[config.mk]
export PLATFORM = sky130hd
export DESIGN_NAME = sl_rx_fifo
export DESIGN_NICKNAME = d
export VERILOG_FILES = /design/src/rtl/sl_rx_fifo.sv
export SDC_FILE = /design/constraint.sdc
export NUM_CORES = 1
export LEC_CHECK = 0
export CORE_MARGIN = 5
export CORE_UTILIZATION = 25
export DETAILED_ROUTE_END_ITERATION = 12
export PLACE_DENSITY = 0.44
export SLEW_MARGIN = 30
export SYNTH_ARGS = -nofsm -noshare
export SYNTH_HDL_FRONTEND = slang
export SYNTH_SLANG_ARGS = --single-unit
[constraint.sdc]
create_clock -name clk -period 2.7 [get_ports clk]
set_input_delay 0.54 -clock clk [delete_from_list [all_inputs] [get_ports clk]]
set_output_delay 0.54 -clock clk [all_outputs]
set_load 0.02 [all_outputs]
[src/rtl/sl_rx_fifo.sv]
// Serial-line receiver: filters the two-wire SL bus, decodes ZERO/ONE/STOP bits,
// checks word length and odd parity, and queues words with status in a show-ahead FIFO.
module sl_rx_fifo #(
    parameter int OVS        = 16,
    parameter int STROBE_POS = 8,
    parameter int MAX_BITS   = 32,
    parameter int FIFO_DEPTH = 4,
    parameter int GAP_MAX    = 64
) (
    input  logic                          clk,
    input  logic                          rst_n,
    input  logic                          sl_zero_a,
    input  logic                          sl_one_a,
    input  logic                          cfg_we,
    input  logic [5:0]                    cfg_len,
    input  logic                          cfg_par_en,
    output logic [5:0]                    cfg_len_o,
    output logic                          cfg_par_o,
    output logic                          busy,
    output logic                          rx_valid,
    input  logic                          rx_ready,
    output logic [MAX_BITS-1:0]           rx_data,
    output logic [2:0]                    rx_err,
    output logic [$clog2(FIFO_DEPTH):0]   fifo_level,
    output logic                          overflow,
    input  logic                          ovf_clr
);
    localparam int AW  = $clog2(FIFO_DEPTH);
    localparam int CW  = $clog2(2*OVS+1);
    localparam int GW  = $clog2(GAP_MAX+1);
    localparam int BCW = $clog2(MAX_BITS+2);
    localparam int unsigned MB = MAX_BITS;

    typedef enum logic [2:0] {S_IDLE, S_START, S_WAIT_END, S_GAP, S_PUSH} state_t;

    state_t state_q, state_d;

    logic [1:0] z_sync, o_sync;
    logic [2:0] z_hist, o_hist;
    logic       z_f, o_f, z_fd, o_fd;
    logic       fall, line_idle;

    logic [CW-1:0]       cnt_q;
    logic [GW-1:0]       gap_q;
    logic [BCW-1:0]      bit_cnt_q;
    logic [MAX_BITS:0]   shreg_q;
    logic                par_q, ovr_q;
    logic [MAX_BITS-1:0] ent_data_q, ent_data_d, ev_data;
    logic [2:0]          ent_err_q, ent_err_d, ev_err;
    logic                load_ent, shift_en, bit_val, len_ok;

    always_ff @(posedge clk or negedge rst_n) begin
        if (!rst_n) begin
            z_sync <= '1; o_sync <= '1;
            z_hist <= '1; o_hist <= '1;
            z_f <= 1'b1; o_f <= 1'b1; z_fd <= 1'b1; o_fd <= 1'b1;
        end else begin
            z_sync <= {z_sync[0], sl_zero_a};
            o_sync <= {o_sync[0], sl_one_a};
            z_hist <= {z_hist[1:0], z_sync[1]};
            o_hist <= {o_hist[1:0], o_sync[1]};
            z_f  <= (z_hist[0] & z_hist[1]) | (z_hist[0] & z_hist[2]) | (z_hist[1] & z_hist[2]);
            o_f  <= (o_hist[0] & o_hist[1]) | (o_hist[0] & o_hist[2]) | (o_hist[1] & o_hist[2]);
            z_fd <= z_f;
            o_fd <= o_f;
        end
    end

    assign fall      = (z_fd & ~z_f) | (o_fd & ~o_f);
    assign line_idle = z_f & o_f;
    assign busy      = (state_q != S_IDLE);

    always_comb begin
        len_ok  = !ovr_q && (7'(bit_cnt_q) == 7'(cfg_len_o) + 7'd1);
        ev_data = '0;
        ev_err  = '0;
        if (!len_ok)
            ev_err = 3'b010;
        else if (cfg_par_o && !par_q)
            ev_err = 3'b001;
        else
            for (int unsigned i = 0; i < MB; i++)
                if (i < 32'(cfg_len_o)) ev_data[i] = shreg_q[i];
    end

    always_comb begin
        state_d    = state_q;
        load_ent   = 1'b0;
        ent_data_d = '0;
        ent_err_d  = '0;
        shift_en   = 1'b0;
        bit_val    = 1'b0;
        case (state_q)
            S_IDLE: if (fall) state_d = S_START;
            S_START:
                if (cnt_q == CW'(STROBE_POS)) begin
                    case ({z_f, o_f})
                        2'b01: begin shift_en = 1'b1; bit_val = 1'b0; state_d = S_WAIT_END; end
                        2'b10: begin shift_en = 1'b1; bit_val = 1'b1; state_d = S_WAIT_END; end
                        2'b00: begin
                            load_ent = 1'b1; ent_data_d = ev_data; ent_err_d = ev_err; state_d = S_PUSH;
                        end
                        default: begin load_ent = 1'b1; ent_err_d = 3'b100; state_d = S_PUSH; end
                    endcase
                end
            // After a push bit_cnt is 0: just wait for the bus to go idle, no timeout or gap abort.
            S_WAIT_END:
                if (line_idle)
                    state_d = (bit_cnt_q == '0) ? S_IDLE : S_GAP;
                else if (bit_cnt_q != '0 && cnt_q == CW'(2*OVS)) begin
                    load_ent = 1'b1; ent_err_d = 3'b100; state_d = S_PUSH;
                end
            S_GAP:
                if (fall)
                    state_d = S_START;
                else if (gap_q == GW'(GAP_MAX)) begin
                    load_ent = 1'b1; ent_err_d = 3'b010; state_d = S_PUSH;
                end
            S_PUSH: state_d = line_idle ? S_IDLE : S_WAIT_END;
            default: state_d = S_IDLE;
        endcase
    end

    always_ff @(posedge clk or negedge rst_n) begin
        if (!rst_n) begin
            state_q    <= S_IDLE;
            cnt_q      <= '0;
            gap_q      <= '0;
            bit_cnt_q  <= '0;
            shreg_q    <= '0;
            par_q      <= 1'b0;
            ovr_q      <= 1'b0;
            ent_data_q <= '0;
            ent_err_q  <= '0;
            cfg_len_o  <= 6'd8;
            cfg_par_o  <= 1'b0;
        end else begin
            state_q <= state_d;
            if (state_q == S_IDLE || state_q == S_GAP || state_q == S_PUSH)
                cnt_q <= '0;
            else if (cnt_q != CW'(2*OVS))
                cnt_q <= cnt_q + 1'b1;
            if (state_q != S_GAP)
                gap_q <= '0;
            else if (gap_q != GW'(GAP_MAX))
                gap_q <= gap_q + 1'b1;
            if (state_q == S_PUSH) begin
                shreg_q   <= '0;
                bit_cnt_q <= '0;
                par_q     <= 1'b0;
                ovr_q     <= 1'b0;
            end else if (shift_en) begin
                if (bit_cnt_q == BCW'(MAX_BITS+1))
                    ovr_q <= 1'b1;
                else begin
                    shreg_q[bit_cnt_q] <= bit_val;
                    bit_cnt_q          <= bit_cnt_q + 1'b1;
                    par_q              <= par_q ^ bit_val;
                end
            end
            if (load_ent) begin
                ent_data_q <= ent_data_d;
                ent_err_q  <= ent_err_d;
            end
            if (cfg_we && !busy && cfg_len >= 6'd8 && 7'(cfg_len) <= 7'(MAX_BITS)) begin
                cfg_len_o <= cfg_len;
                cfg_par_o <= cfg_par_en;
            end
        end
    end

    logic [MAX_BITS-1:0] mem_data [FIFO_DEPTH];
    logic [2:0]          mem_err  [FIFO_DEPTH];
    logic [AW-1:0]       wr_ptr, rd_ptr;
    logic                push, pop, full, wr_en;

    assign push  = (state_q == S_PUSH);
    assign pop   = rx_valid & rx_ready;
    assign full  = (fifo_level == (AW+1)'(FIFO_DEPTH));
    assign wr_en = push & (~full | pop);

    always_ff @(posedge clk) begin
        if (wr_en) begin
            mem_data[wr_ptr] <= ent_data_q;
            mem_err[wr_ptr]  <= ent_err_q;
        end
    end

    always_ff @(posedge clk or negedge rst_n) begin
        if (!rst_n) begin
            wr_ptr     <= '0;
            rd_ptr     <= '0;
            fifo_level <= '0;
            overflow   <= 1'b0;
        end else begin
            if (wr_en) wr_ptr <= wr_ptr + 1'b1;
            if (pop)   rd_ptr <= rd_ptr + 1'b1;
            case ({wr_en, pop})
                2'b10:   fifo_level <= fifo_level + 1'b1;
                2'b01:   fifo_level <= fifo_level - 1'b1;
                default: fifo_level <= fifo_level;
            endcase
            if (push && full && !pop)
                overflow <= 1'b1;
            else if (ovf_clr)
                overflow <= 1'b0;
        end
    end

    assign rx_valid = (fifo_level != '0);
    assign rx_data  = rx_valid ? mem_data[rd_ptr] : '0;
    assign rx_err   = rx_valid ? mem_err[rd_ptr]  : '0;

endmodule

# == Yosys cells after proc, flatten, opt, wreduce, memory -nomap -nowiden ==
# Memory sizes are Yosys's and may differ from the RTL's.
# Index checks and enable logic that the tools add are counted.
# totals
regBits,121
latch_bits,0
ramBits,140
rom_bits,0
in_bits,14
out_inout_bits,48
elab_cells,238
mem_count,2
# op_classes
n_addsub,8
n_mul,0
div,0
order_cmp,36
n_eq_ne,22
shifts,0
mux,95
bitwise_logic,21
n_reduce_logical,31
# mem_list
name,words,width,rd,rd_clocked_by_memory_dff,wr,line,source
mem_data,4,32,1,0,1,172,logic [MAX_BITS-1:0] mem_data [FIFO_DEPTH];
mem_err,4,3,1,0,1,173,logic [2:0] mem_err [FIFO_DEPTH];
# op_table
op,count
two-way mux 32 bit,6
two-way mux 33 bit,3
"less-than comparator 5 x 6 -> 1 bit, first input constant",16
two-way mux 1 bit,56
"less-than comparator 4 x 6 -> 1 bit, first input constant",8
bitwise mux 33 bit,1
two-way mux 3 bit,11
two-way mux 6 bit,5
"less-than comparator 3 x 6 -> 1 bit, first input constant",4
case mux 3 bit (5 select lines),1
two-way mux 7 bit,2
"adder 6 x 1 -> 6 bit, second input constant",2
"== test 6 bit, second input constant",2
"less-than comparator 1 x 6 -> 1 bit, first input constant",2
"less-than comparator 2 x 6 -> 1 bit, first input constant",2
case mux 3 bit (2 select lines),2
nonzero test 2 bit,6
AND 1 bit,11
two-way mux 2 bit,5
logical AND 1 bit,9
case mux 3 bit (3 select lines),1
"adder 6 x 1 -> 7 bit, second input constant",1
"adder 7 x 1 -> 7 bit, second input constant",1
== test 6 x 7 -> 1 bit,1
34 further kinds,55

# == Longest topological paths before layout ==
# Gate-level depths: netlist of run 1.
# depth
ltp_word,8
depth_mapped,10
depth_no_buf,10

# == Worst setup path after synthesis of run 1 ==
# Ideal clock, no wire load.
# synth_path
path_type,input to register
from,input port rx_ready
to,register fifo_level[2]
setup_time_ps,80
arrival_time_ps,2406
t_required_ps,2620
path_slack_ps,215
path_stages,9
path_buffers,0
cell_sequence,or4b_2 > and2_1 > inv_1 > ha_1 > inv_1 > fa_1 > xor2_1 > nor2_1 > xor2_1
# synth_between
elab_chain_cells,5
word_cells_on_any_way,7
cone_classes,eq/ne: 2; mux: 1; bitwise: 3; reduce/logical: 1
# synth_lines
item,line,source
"start, declared",21,"input logic rx_ready,"
AND 1 bit *,178,assign pop = rx_valid & rx_ready;
bitwise OR 1 bit,180,assign wr_en = push & (~full | pop);
AND 1 bit,180,
== test 2 x 1 -> 1 bit or == test 2 bit (tied branches),198,"case ({wr_en, pop})"
case mux 3 bit (2 select lines) or nonzero test 2 bit (tied branches),--,
"end signal, assigned",199,2'b10: fifo_level <= fifo_level + 1'b1;
"end signal, assigned",200,2'b01: fifo_level <= fifo_level - 1'b1;
"end signal, assigned",201,default: fifo_level <= fifo_level;
"end, declared",24,"output logic [$clog2(FIFO_DEPTH):0] fifo_level,"
# Mark *: on every way between the ends. The rest lies on a longest branch, timed or not.
# A chain may end at the register's enable or synchronous reset.

# == Worst setup path after layout of run 1 ==
# layout_path
from,register rd_ptr[0]
to,output port rx_data[11]
# layout_between
elab_chain_cells,2
# layout_lines
item,line,source
"start, declared",174,"logic [AW-1:0] wr_ptr, rd_ptr;"
"start signal, assigned",197,if (pop) rd_ptr <= rd_ptr + 1'b1;
memory read (4 x 32 bit),--,
two-way mux 32 bit,211,assign rx_data = rx_valid ? mem_data[rd_ptr] : '0;
"end, declared",22,"output logic [MAX_BITS-1:0] rx_data,"
# Every way passes these cells.

==> results.json, run 1 <==
{
  "run_status": "finished, final reports clean",
  "first_global_vias": 6952,
  "syn_nets": 836,
  "io_buffers": 61,
  "wl_per_cell_um": 17.2,
  "start_kind": "flip-flop",
  "die_width_um": 224,
  "grt_pass1_wl_mm": 42.0,
  "synth_top_cells_by_area": "sky130_fd_sc_hd__edfxtp_1 (37%), sky130_fd_sc_hd__dfrtp_1 (23%), sky130_fd_sc_hd__mux4_2 (6.9%)",
  "share_of_layout_cells_above_drive_strength_1": 0.243,
  "crit-reg2reg-capture": "fifo_level[2]",
  "tritoncts": "built",
  "cts.htree.levels": 1,
  "setup-violations-final": 0,
  "seq_power_share": 0.378,
  "tightestPinTransition_ns": 0.812,
  "timing.critical_path.required_ns": 2.16,
  "antenna-diode-count": 0,
  "clkSinkCount": 260,
  "initial_antenna_violation_count": 0,
  "overflow": 0,
  "synth_async_sr_flop_share": 0.462,
  "synth_cell_area_sq_um": 11400,
  "final_critical_period_ns": 2.68,
  "number_of_buffers_added_by_the_clock_tree_synthesis_step": 30,
  "synth_edf_count": 140,
  "clk_latency_ns": 0.58,
  "synth.yosys.seq_area_share": 0.634,
  "gr-usage-all-layers": 0.104,
  "total_number_of_vias": 6749,
  "power_share_of_the_clock_group": 0.352,
  "netSwitchingFraction": 0.310,
  "postSynthRegisterBits": 260,
  "clkSlewWorstSetupHoldPaths_ns": 0.06,
  "cts_max_path_buffers": 3,
  "worst_ep_arrival_time_ns": 2.14,
  "drc_violations": 0,
  "placement.cell_area_sq_um": 12900,
  "r2r_depth": 9,
  "grt_setup_unrepaired": "true",
  "area_growth_syn_to_layout_pct": 22.7,
  "synthCells": 804,
  "crit_fanout": 6,
  "synthesis.area_per_instance_sq_um": 14.2,
  "fp.dieArea_sq_um": 50000,
  "fin_ws_ns": 0.0221,
  "gp_routability_congestion": 0.771,
  "final_antenna_net_count": 0,
  "floorplan.initialDensity": 0.252,
  "drt_pass1_iterations": 4,
  "leakagePower_nw": 4.80,
  "timing.slew.headroom": 0.453,
  "share_comb_of_total_power": 0.270,
  "synth_top_area_share": 0.369,
  "power.density_nw_per_um2": 872,
  "final_max_slew_viol_count": 0,
  "dr.first_iter.drc_count": 381,
  "netlist-cell-type-count": 65,
  "io-pin-count": 62,
  "post-route-cell-area_sq_um": 14000,
  "critical_path.reg2reg.startpoint": "fifo_level[1]",
  "power_switching_w": 0.00378,
  "worst_hold_path_type": "input pin to asynchronous set/reset pin",
  "synthesis.yosys.warnings": 0,
  "peakVddDrop_uv": 486,
  "nNetsFinal": 917,
  "max_freq_mhz": 373,
  "timing.setup.critical_path_class": "flip-flop to output port",
  "clock_tree.root_cell": "sky130_fd_sc_hd__clkbuf_16",
  "cts_hold_buf": 0,
  "grt_start_max_net_pins": 121,
  "synth_ff_type": "sky130_fd_sc_hd__edfxtp_1",
  "synth_largest_area_cell": "sky130_fd_sc_hd__edfxtp_1",
  "r2r_slack_ns": 0.30,
  "die_h_um": 224,
  "post-place-ws_ns": -0.180,
  "core_area_sq_um": 45300,
  "skew_ns": 0.0245,
  "placement_rows": 78,
  "totalWireLength_mm": 26.0,
  "place.detailed.hpwl_mm": 16.3,
  "drt-vias-per-instance": 4.47,
  "internal-power_w": 0.00842,
  "number_of_maximum_capacitance_constraint_violations": 0,
  "final_min_period_over_clock_period": 0.992,
  "hold_viol": 0,
  "critPathCaptureType": "output port"
}
[sequential cells by signal (all words and copies together), names as in the netlist, 2 cells and up]
| signal | flops |
|---|---|
| mem_data | 128 |
| ent_data_q | 32 |
| shreg_q | 32 |
| mem_err | 12 |
| gap_q | 7 |
| bit_cnt_q | 6 |
| cfg_len_o | 6 |
| cnt_q | 6 |
| ent_err_q | 3 |
| fifo_level | 3 |
| o_hist | 3 |
| state_q | 3 |
| z_hist | 3 |
| o_sync | 2 |
| rd_ptr | 2 |
| wr_ptr | 2 |
| z_sync | 2 |
[stage by stage]
| step | hold WS, ns | total power, W | std cells | utilization | setup TNS, ns |
|---|---|---|---|---|---|
| after floorplan | 0.244 | 0.00653 | 804 | - | 0 |
| after global placement | 0.347 | 0.00794 | 1442 | 0.284 | -0.158 |
| after detailed placement | 0.347 | 0.00795 | 1442 | 0.284 | -0.180 |
| after CTS | 0.0860 | 0.0123 | 1507 | 0.307 | -0.184 |
| after global routing | 0.0823 | 0.0129 | 1509 | 0.309 | -0.496 |
| final | 0.0372 | 0.0122 | 1509 | 0.309 | 0 |
[layout make-up]
class,count,area [sq um]
clock buffers,38,873
multi-input cells,464,3850
clock inverters,18,210
fillers,4566,31300
inverters,29,109
flip-flops and latches,260,7230
well taps,600,751
repair buffers,100,968
[cells in the mapped netlist, types with 4 or more instances]
master,instances
sky130_fd_sc_hd__mux2_2,8
sky130_fd_sc_hd__nand2b_1,6
sky130_fd_sc_hd__nor4_1,34
sky130_fd_sc_hd__a21oi_1,6
sky130_fd_sc_hd__buf_2,18
sky130_fd_sc_hd__inv_1,28
sky130_fd_sc_hd__ha_1,17
sky130_fd_sc_hd__dfrtp_1,105
sky130_fd_sc_hd__or3_1,6
sky130_fd_sc_hd__nor2b_1,5
sky130_fd_sc_hd__clkbuf_1,24
sky130_fd_sc_hd__o211ai_1,5
sky130_fd_sc_hd__o2bb2ai_2,4
sky130_fd_sc_hd__mux2i_1,33
sky130_fd_sc_hd__xnor2_1,17
sky130_fd_sc_hd__edfxtp_1,140
sky130_fd_sc_hd__o21ai_0,29
sky130_fd_sc_hd__o2bb2ai_1,28
sky130_fd_sc_hd__xor2_1,9
sky130_fd_sc_hd__nor3_1,8
sky130_fd_sc_hd__and3_1,8
sky130_fd_sc_hd__nand2_1,26
sky130_fd_sc_hd__nor2_1,66
sky130_fd_sc_hd__nand3_1,19
sky130_fd_sc_hd__dfstp_2,15
sky130_fd_sc_hd__mux4_2,35
sky130_fd_sc_hd__buf_4,4
sky130_fd_sc_hd__and2_1,41
sky130_fd_sc_hd__a31oi_1,5
[critical path, stage by stage, from the launching register on]
cell,delay [ns]
sky130_fd_sc_hd__dfrtp_2,0.38
sky130_fd_sc_hd__buf_12,0.15
sky130_fd_sc_hd__buf_12,0.14
sky130_fd_sc_hd__buf_12,0.10
sky130_fd_sc_hd__mux4_2,0.48
sky130_fd_sc_hd__and2_1,0.16
sky130_fd_sc_hd__buf_2,0.15
[logic make-up (layout without fill, tap and decap cells)]
kind of cell | count (synthesis) | after routing | synth area share
XOR/XNOR | 26 | 26 | 0.0200
adder cells (fa/ha/maj) | 20 | 20 | 0.0222
AND/OR/NAND/NOR | 245 | 245 | 0.121
buffers and inverters | 80 | 185 | 0.0317
multiplexers | 76 | 76 | 0.106
AO/OA/AOI/OAI | 97 | 97 | 0.0656
flip-flops | 260 | 260 | 0.634
[metal layers]
| layer | GRT usage | vias up | share of wire |
|---|---|---|---|
| li1 | - | 3152 | - |
| met1 | 0.154 | 3426 | 0.49 |
| met2 | 0.156 | 130 | 0.44 |
| met3 | 0.0176 | 41 | 0.043 |
| met4 | 0.0300 | 0 | 0.022 |
| met5 | 0 | - | 0 |
[worst max-delay path by stage]
stage,from,endpoint
floorplan,rx_ready,fifo_level[2]
global placement,rx_ready,fifo_level[2]
detailed placement,rx_ready,fifo_level[2]
CTS,rd_ptr[0],rx_data[8]
global route,rd_ptr[0],rx_data[11]
finish,rd_ptr[0],rx_data[11]
[power by group through the flow]
| stage | registers [W] | clock network (W) | logic (W) |
|---|---|---|---|
| CTS | 0.00461 | 0.00446 | 0.00327 |
| detailed placement | 0.00472 | 0 | 0.00322 |
| global route | 0.00465 | 0.00462 | 0.00360 |
| floorplan | 0.00461 | 0 | 0.00192 |
| global placement | 0.00473 | 0 | 0.00321 |
| finish | 0.00461 | 0.00429 | 0.00330 |
[layout by cell type (no fill, tap or decap), drive strengths merged, types with 6 or more instances in the layout]
cell / synthesis / final
a21oi: 6 / 6
and2: 41 / 41
and3: 8 / 8
buf: 26 / 75
clkbuf: 25 / 38
clkdlybuf4s50: 0 / 24
clkinv: 0 / 10
dfrtp: 105 / 105
dfstp: 15 / 15
edfxtp: 140 / 140
ha: 17 / 17
inv: 29 / 32
mux2: 8 / 8
mux2i: 33 / 33
mux4: 35 / 35
nand2: 26 / 26
nand2b: 6 / 6
nand3: 21 / 21
nor2: 67 / 67
nor3: 9 / 9
nor3b: 6 / 6
nor4: 37 / 37
o21ai: 29 / 29
o2bb2ai: 32 / 32
or3: 6 / 6
xnor2: 17 / 17
xor2: 9 / 9
[timing repair]
| item | 4_1_cts | 5_1_grt |
|---|---|---|
| setup endpoints to repair | 37 | 15 |
| gates cloned | 1 | 0 |
| setup buffers | 8 | 2 |
| gates resized for setup | 150 | 17 |
Note: power is estimated with default switching activity, not from simulation.
==> run 2, diff against run 1 <==
--- a/config.mk
+++ b/config.mk
@@ -5,10 +5,10 @@
 export SDC_FILE = /design/constraint.sdc
 export NUM_CORES = 1
 export LEC_CHECK = 0
-export CORE_MARGIN = 5
+export CORE_MARGIN = 2
 export CORE_UTILIZATION = 25
 export DETAILED_ROUTE_END_ITERATION = 12
-export PLACE_DENSITY = 0.44
+export PLACE_DENSITY = 0.4
 export SLEW_MARGIN = 30
 export SYNTH_ARGS = -nofsm -noshare
 export SYNTH_HDL_FRONTEND = slang
==> results.json, run 2 (same netlist as run 1, synthesis figures left out) <==
{
  "run_status": "finished, final reports clean",
  "max_freq_mhz": 382,
  "number_of_maximum_capacitance_constraint_violations": 0,
  "placement_rows": 78,
  "total_number_of_vias": 6676,
  "tritoncts": "built",
  "layout_common_cells": "sky130_fd_sc_hd__edfxtp_1 (140), sky130_fd_sc_hd__dfrtp_1 (103), sky130_fd_sc_hd__nor2_1 (65)",
  "timing.slew.headroom": 0.507,
  "core_area_sq_um": 45200,
  "gp_routability_congestion": 0.755,
  "timing.setup.critical_path_class": "flip-flop to output port",
  "placement.cell_area_sq_um": 12900,
  "cts.htree.levels": 1,
  "critPathMaxStageDelay_ns": 0.50,
  "num-fill-cells": 4506,
  "peakVddDrop_uv": 421,
  "final_antenna_net_count": 0,
  "worst_ep_arrival_time_ns": 2.08,
  "fp.dieArea_sq_um": 47300,
  "share_of_layout_cells_above_drive_strength_1": 0.228,
  "totalWireLength_mm": 27.0,
  "wl_per_cell_um": 18.0,
  "post-route-cell-area_sq_um": 13900,
  "top_regs": "mem_data x128, ent_data_q x32, shreg_q x32",
  "io-pin-count": 62,
  "power.density_nw_per_um2": 860,
  "initial_antenna_violation_count": 0,
  "floorplan.initialDensity": 0.252,
  "start_kind": "flip-flop",
  "grt_setup_unrepaired": "true",
  "worstPathCellList": "buf_8 > buf_16 > mux4_2 > and2_1 > buf_4",
  "clk_latency_ns": 0.56,
  "final_max_slew_viol_count": 0,
  "place.detailed.hpwl_mm": 16.7,
  "final_min_period_over_clock_period": 0.970,
  "die_width_um": 218,
  "antenna-diode-count": 0,
  "tightestPinTransition_ns": 0.732,
  "largest_reg_flops": 128,
  "setup-violations-final": 0,
  "drt_pass1_iterations": 4,
  "area_growth_syn_to_layout_pct": 21.5,
  "die_h_um": 218,
  "most_common_cell_after_layout_fill_and_taps_aside": "sky130_fd_sc_hd__edfxtp_1",
  "critPathSlowestCell": "sky130_fd_sc_hd__mux4_2",
  "drt-vias-per-instance": 4.44,
  "gr-usage-all-layers": 0.117,
  "clock_tree.root_cell": "sky130_fd_sc_hd__clkbuf_16",
  "crit_fanout": 5,
  "tns_ns": 0,
  "overflow": 0,
  "number_of_buffers_added_by_the_clock_tree_synthesis_step": 29,
  "drc_violations": 0,
  "r2r_slack_ns": 0.30,
  "worst_hold_path_type": "flip-flop to flip-flop",
  "hold_viol": 0,
  "grt_start_max_net_pins": 76,
  "largest-register": "mem_data",
  "timing.critical_path.required_ns": 2.16,
  "fin_total_pwr_w": 0.0119,
  "clkSinkCount": 260,
  "grt_pass1_wl_mm": 43.3,
  "io_buffers": 61,
  "clkSlewWorstSetupHoldPaths_ns": 0.06,
  "dr.first_iter.drc_count": 385,
  "nNetsFinal": 913,
  "first_global_vias": 7030,
  "cts_max_path_buffers": 3,
  "skew_ns": 0.0139,
  "final_critical_period_ns": 2.62,
  "critPathCaptureType": "output port",
  "leakagePower_nw": 4.73
}
[run 2: cell types whose count changed in the layout (fill, tap and decap cells not counted), sizes merged]
| cell | before | now |
|---|---|---|
| bufinv | 3 | 5 |
| clkinvlp | 2 | 0 |
| dlygate4sd3 | 0 | 1 |
| clkinv | 10 | 9 |
| clkbuf | 38 | 37 |
| buf | 75 | 71 |
| inv | 32 | 30 |
[run 2: layer usage]
layer | up-vias | track usage | part of all wire
li1 | 3144 | - | -
met1 | 3395 | 0.171 | 0.50
met2 | 106 | 0.180 | 0.45
met3 | 31 | 0.0166 | 0.034
met4 | 0 | 0.0329 | 0.018
met5 | - | 0 | 0
[run 2: cell type report]
class	count	area (sq um)	area share
inverters	29	109	0.00786
clock inverters	15	198	0.0143
well taps	600	751	0.0542
multi-input cells	464	3850	0.278
clock buffers	37	776	0.0560
repair buffers	97	947	0.0684
flip-flops and latches	260	7230	0.522
[run 2: final timing paths]
| path | start | end | cells past startpoint |
|---|---|---|---|
| hold reg to reg | z_sync[0] | z_sync[1] | 0 |
| hold / removal | z_sync[0] | z_sync[1] | 0 |
| setup reg to reg | fifo_level[1] | fifo_level[2] | 9 |
| setup / recovery | rd_ptr[0] | rx_data[22] | 5 |
| max in group asynchronous | rst_n | shreg_q[22] | 3 |
| min in group asynchronous | rst_n | fifo_level[0] | 2 |
[run 2: per-stage QoR]
step	utilization	setup WS, ns	std cells	hold WS, ns
after floorplan	-	0.215	804	0.244
after global placement	0.285	-0.143	1443	0.347
after detailed placement	0.285	-0.173	1443	0.347
after CTS	0.308	-0.0450	1504	0.356
after global routing	0.307	-0.00801	1502	0.358
final	0.307	0.0805	1502	0.355
[run 2: critical path, delay by kind of cell, from the launching register on]
kind          cells  cell delay (ns)
flops             1             0.40
mux               1             0.50
buf+inv           3             0.44
simple gates      1             0.17
[run 2: power by group]
group | internal (W) | switching, W | leakage (nW)
combinational | 0.00143 | 0.00180 | 1.65
clock | 0.00249 | 0.00158 | 0.478
sequential | 0.00433 | 0.000285 | 2.60
[run 2: repair_timing]
item	4_1_cts	5_1_grt
gates cloned	3	0
pin swaps	0	0
buffers inserted	6	0
hold buffers	1	0
resized for setup	155	9
hold endpoints to repair	22	0
setup endpoints to repair	36	14
==> run 3, diff against run 2 <==
--- a/config.mk
+++ b/config.mk
@@ -9,6 +9,8 @@
 export CORE_UTILIZATION = 25
 export DETAILED_ROUTE_END_ITERATION = 12
 export PLACE_DENSITY = 0.4
+export REMOVE_ABC_BUFFERS = 1
+export SKIP_LAST_GASP = 1
 export SLEW_MARGIN = 30
 export SYNTH_ARGS = -nofsm -noshare
 export SYNTH_HDL_FRONTEND = slang
==> results.json, run 3 (same netlist as run 1, synthesis figures left out) <==
{
  "run_status": "finished, final reports clean",
  "crit-reg2reg-capture": "fifo_level[2]",
  "crit_fanout": 5,
  "total_number_of_vias": 6763,
  "drt_pass1_iterations": 4,
  "power.density_nw_per_um2": 866,
  "most_common_cell_after_layout_fill_and_taps_aside": "sky130_fd_sc_hd__edfxtp_1",
  "core_area_sq_um": 45200,
  "finalNonFillerCells": 1515,
  "grt_pass1_wl_mm": 44.3,
  "worst_ep_arrival_time_ns": 2.15,
  "io-pin-count": 62,
  "die_h_um": 218,
  "peakVddDrop_uv": 424,
  "numPlacedInstances": 1445,
  "timing.slew.headroom": 0.496,
  "drc_violations": 0,
  "place.detailed.hpwl_mm": 17.0,
  "r2r_slack_ns": 0.28,
  "die_width_um": 218,
  "met3WireLength_um": 938,
  "overflow": 0,
  "final_critical_period_ns": 2.69,
  "wl_per_cell_um": 19.0,
  "placement.cell_area_sq_um": 12900,
  "tritoncts": "built",
  "min_delay_path_depth": 0,
  "placement_rows": 78,
  "hold_end": "z_hist[0]",
  "largest_reg_flops": 128,
  "critPathCaptureType": "output port",
  "floorplan.initialDensity": 0.252,
  "number_of_buffers_added_by_the_clock_tree_synthesis_step": 30,
  "cts.htree.levels": 1,
  "dr.first_iter.drc_count": 444,
  "start_kind": "flip-flop",
  "io_buffers": 61,
  "final_min_period_over_clock_period": 0.997,
  "min-delay-start": "z_sync[1]",
  "gp_routability_congestion": 0.752,
  "totalWireLength_mm": 28.7,
  "clock_tree.root_cell": "sky130_fd_sc_hd__clkbuf_16",
  "drt-vias-per-instance": 4.46,
  "first_global_vias": 7041,
  "skew_ns": 0.0194,
  "final_max_slew_viol_count": 0,
  "final_antenna_net_count": 0,
  "nNetsFinal": 923,
  "number_of_maximum_capacitance_constraint_violations": 0,
  "final_core_occ": 0.310,
  "timing.setup.critical_path_class": "flip-flop to output port",
  "area_growth_syn_to_layout_pct": 22.7,
  "tns_ns": 0,
  "r2r_depth": 9,
  "fp.dieArea_sq_um": 47300,
  "m1WireLength_mm": 14.2,
  "critical_path.reg2reg.startpoint": "fifo_level[1]",
  "grt_setup_unrepaired": "true",
  "top_regs": "mem_data x128, ent_data_q x32, shreg_q x32",
  "clkSinkCount": 260,
  "grt_start_max_net_pins": 65,
  "cts_max_path_buffers": 3,
  "timing.critical_path.required_ns": 2.16,
  "antenna-diode-count": 0,
  "clkSlewWorstSetupHoldPaths_ns": 0.06,
  "route.top_layer_used": "met4",
  "initial_antenna_violation_count": 0,
  "clk_latency_ns": 0.56,
  "setup-violations-final": 0,
  "leakagePower_nw": 4.81,
  "max_freq_mhz": 371,
  "layout_common_cells": "sky130_fd_sc_hd__edfxtp_1 (140), sky130_fd_sc_hd__dfrtp_1 (101), sky130_fd_sc_hd__nor2_1 (65)",
  "worst_hold_path_type": "flip-flop to flip-flop",
  "detailroute.wirelength.met2_mm": 13.2,
  "largest-register": "mem_data",
  "hold_viol": 0,
  "post-route-cell-area_sq_um": 14000,
  "share_of_layout_cells_above_drive_strength_1": 0.251,
  "tightestPinTransition_ns": 0.748,
  "gr-usage-all-layers": 0.121
}
==> run 3: cell types whose count changed in the layout (fill, tap and decap cells not counted), sizes merged <==
cell and delta:
buf -2, bufinv -3, clkbuf +16, clkinv +2
clkinvlp +1, inv -1
==> run 3: how the worst max path moves through the flow <==
stage	slack (ns)	endpoint	startpoint	cells past startpoint
2_1_floorplan	-1.58	mem_data[0][0]	state_q[0]	2
6_report	0.007	rx_err[2]	rd_ptr[0]	6
3_3_place_gp	-0.19	fifo_level[2]	rx_ready	10
4_1_cts	-0.16	rx_data[3]	rd_ptr[0]	5
5_1_grt	-0.07	rx_data[20]	rd_ptr[0]	6
3_5_place_dp	-0.20	fifo_level[2]	rx_ready	10
==> run 3: repair_timing <==
| action | 4_1_cts | 5_1_grt |
|---|---|---|
| hold buffers | 1 | 0 |
| hold endpoints to repair | 24 | 0 |
| gates cloned | 3 | 2 |
| setup buffers | 6 | 5 |
| gates resized for setup | 91 | 84 |
| setup endpoints to repair | 37 | 37 |
==> run 3: report_power, final <==
part           switching, W  total (W)  internal [W]
logic               0.00191    0.00355       0.00164
clock network       0.00159    0.00393       0.00234
registers          0.000308    0.00465       0.00434
total               0.00381     0.0121       0.00831
==> run 3: final cells by class <==
type / instances / area (sq um)
Clock buffer: 42 / 836
Inverter: 29 / 109
Timing Repair Buffer: 106 / 1060
Multi-Input combinational cell: 464 / 3880
Clock inverter: 14 / 125
Tap cell: 600 / 751
Fill cell: 4517 / 31200
Sequential cell: 260 / 7230
==> run 3: metal layers <==
| layer | up-vias | track usage |
|---|---|---|
| met4 | 0 | 0.0281 |
| met3 | 30 | 0.0190 |
| met5 | - | 0 |
| met2 | 103 | 0.188 |
| met1 | 3457 | 0.177 |
| li1 | 3173 | - |
==> run 3: worst max-delay path, cell delays in order (launching register included) <==
cell,delay (ns)
sky130_fd_sc_hd__dfrtp_2,0.44
sky130_fd_sc_hd__buf_4,0.15
sky130_fd_sc_hd__buf_12,0.13
sky130_fd_sc_hd__buf_4,0.13
sky130_fd_sc_hd__mux4_2,0.43
sky130_fd_sc_hd__and2_4,0.18
sky130_fd_sc_hd__buf_2,0.15
==> run 3: stage by stage <==
step           total power, W  worst slack (ns)  hold WS, ns
4_1_cts                0.0122            -0.155        0.356
6_report               0.0121           0.00749        0.355
3_5_place_dp          0.00804            -0.199        0.347
2_1_floorplan         0.00643             -1.58        0.244
3_3_place_gp          0.00803            -0.188        0.348
5_1_grt                0.0128           -0.0703        0.362
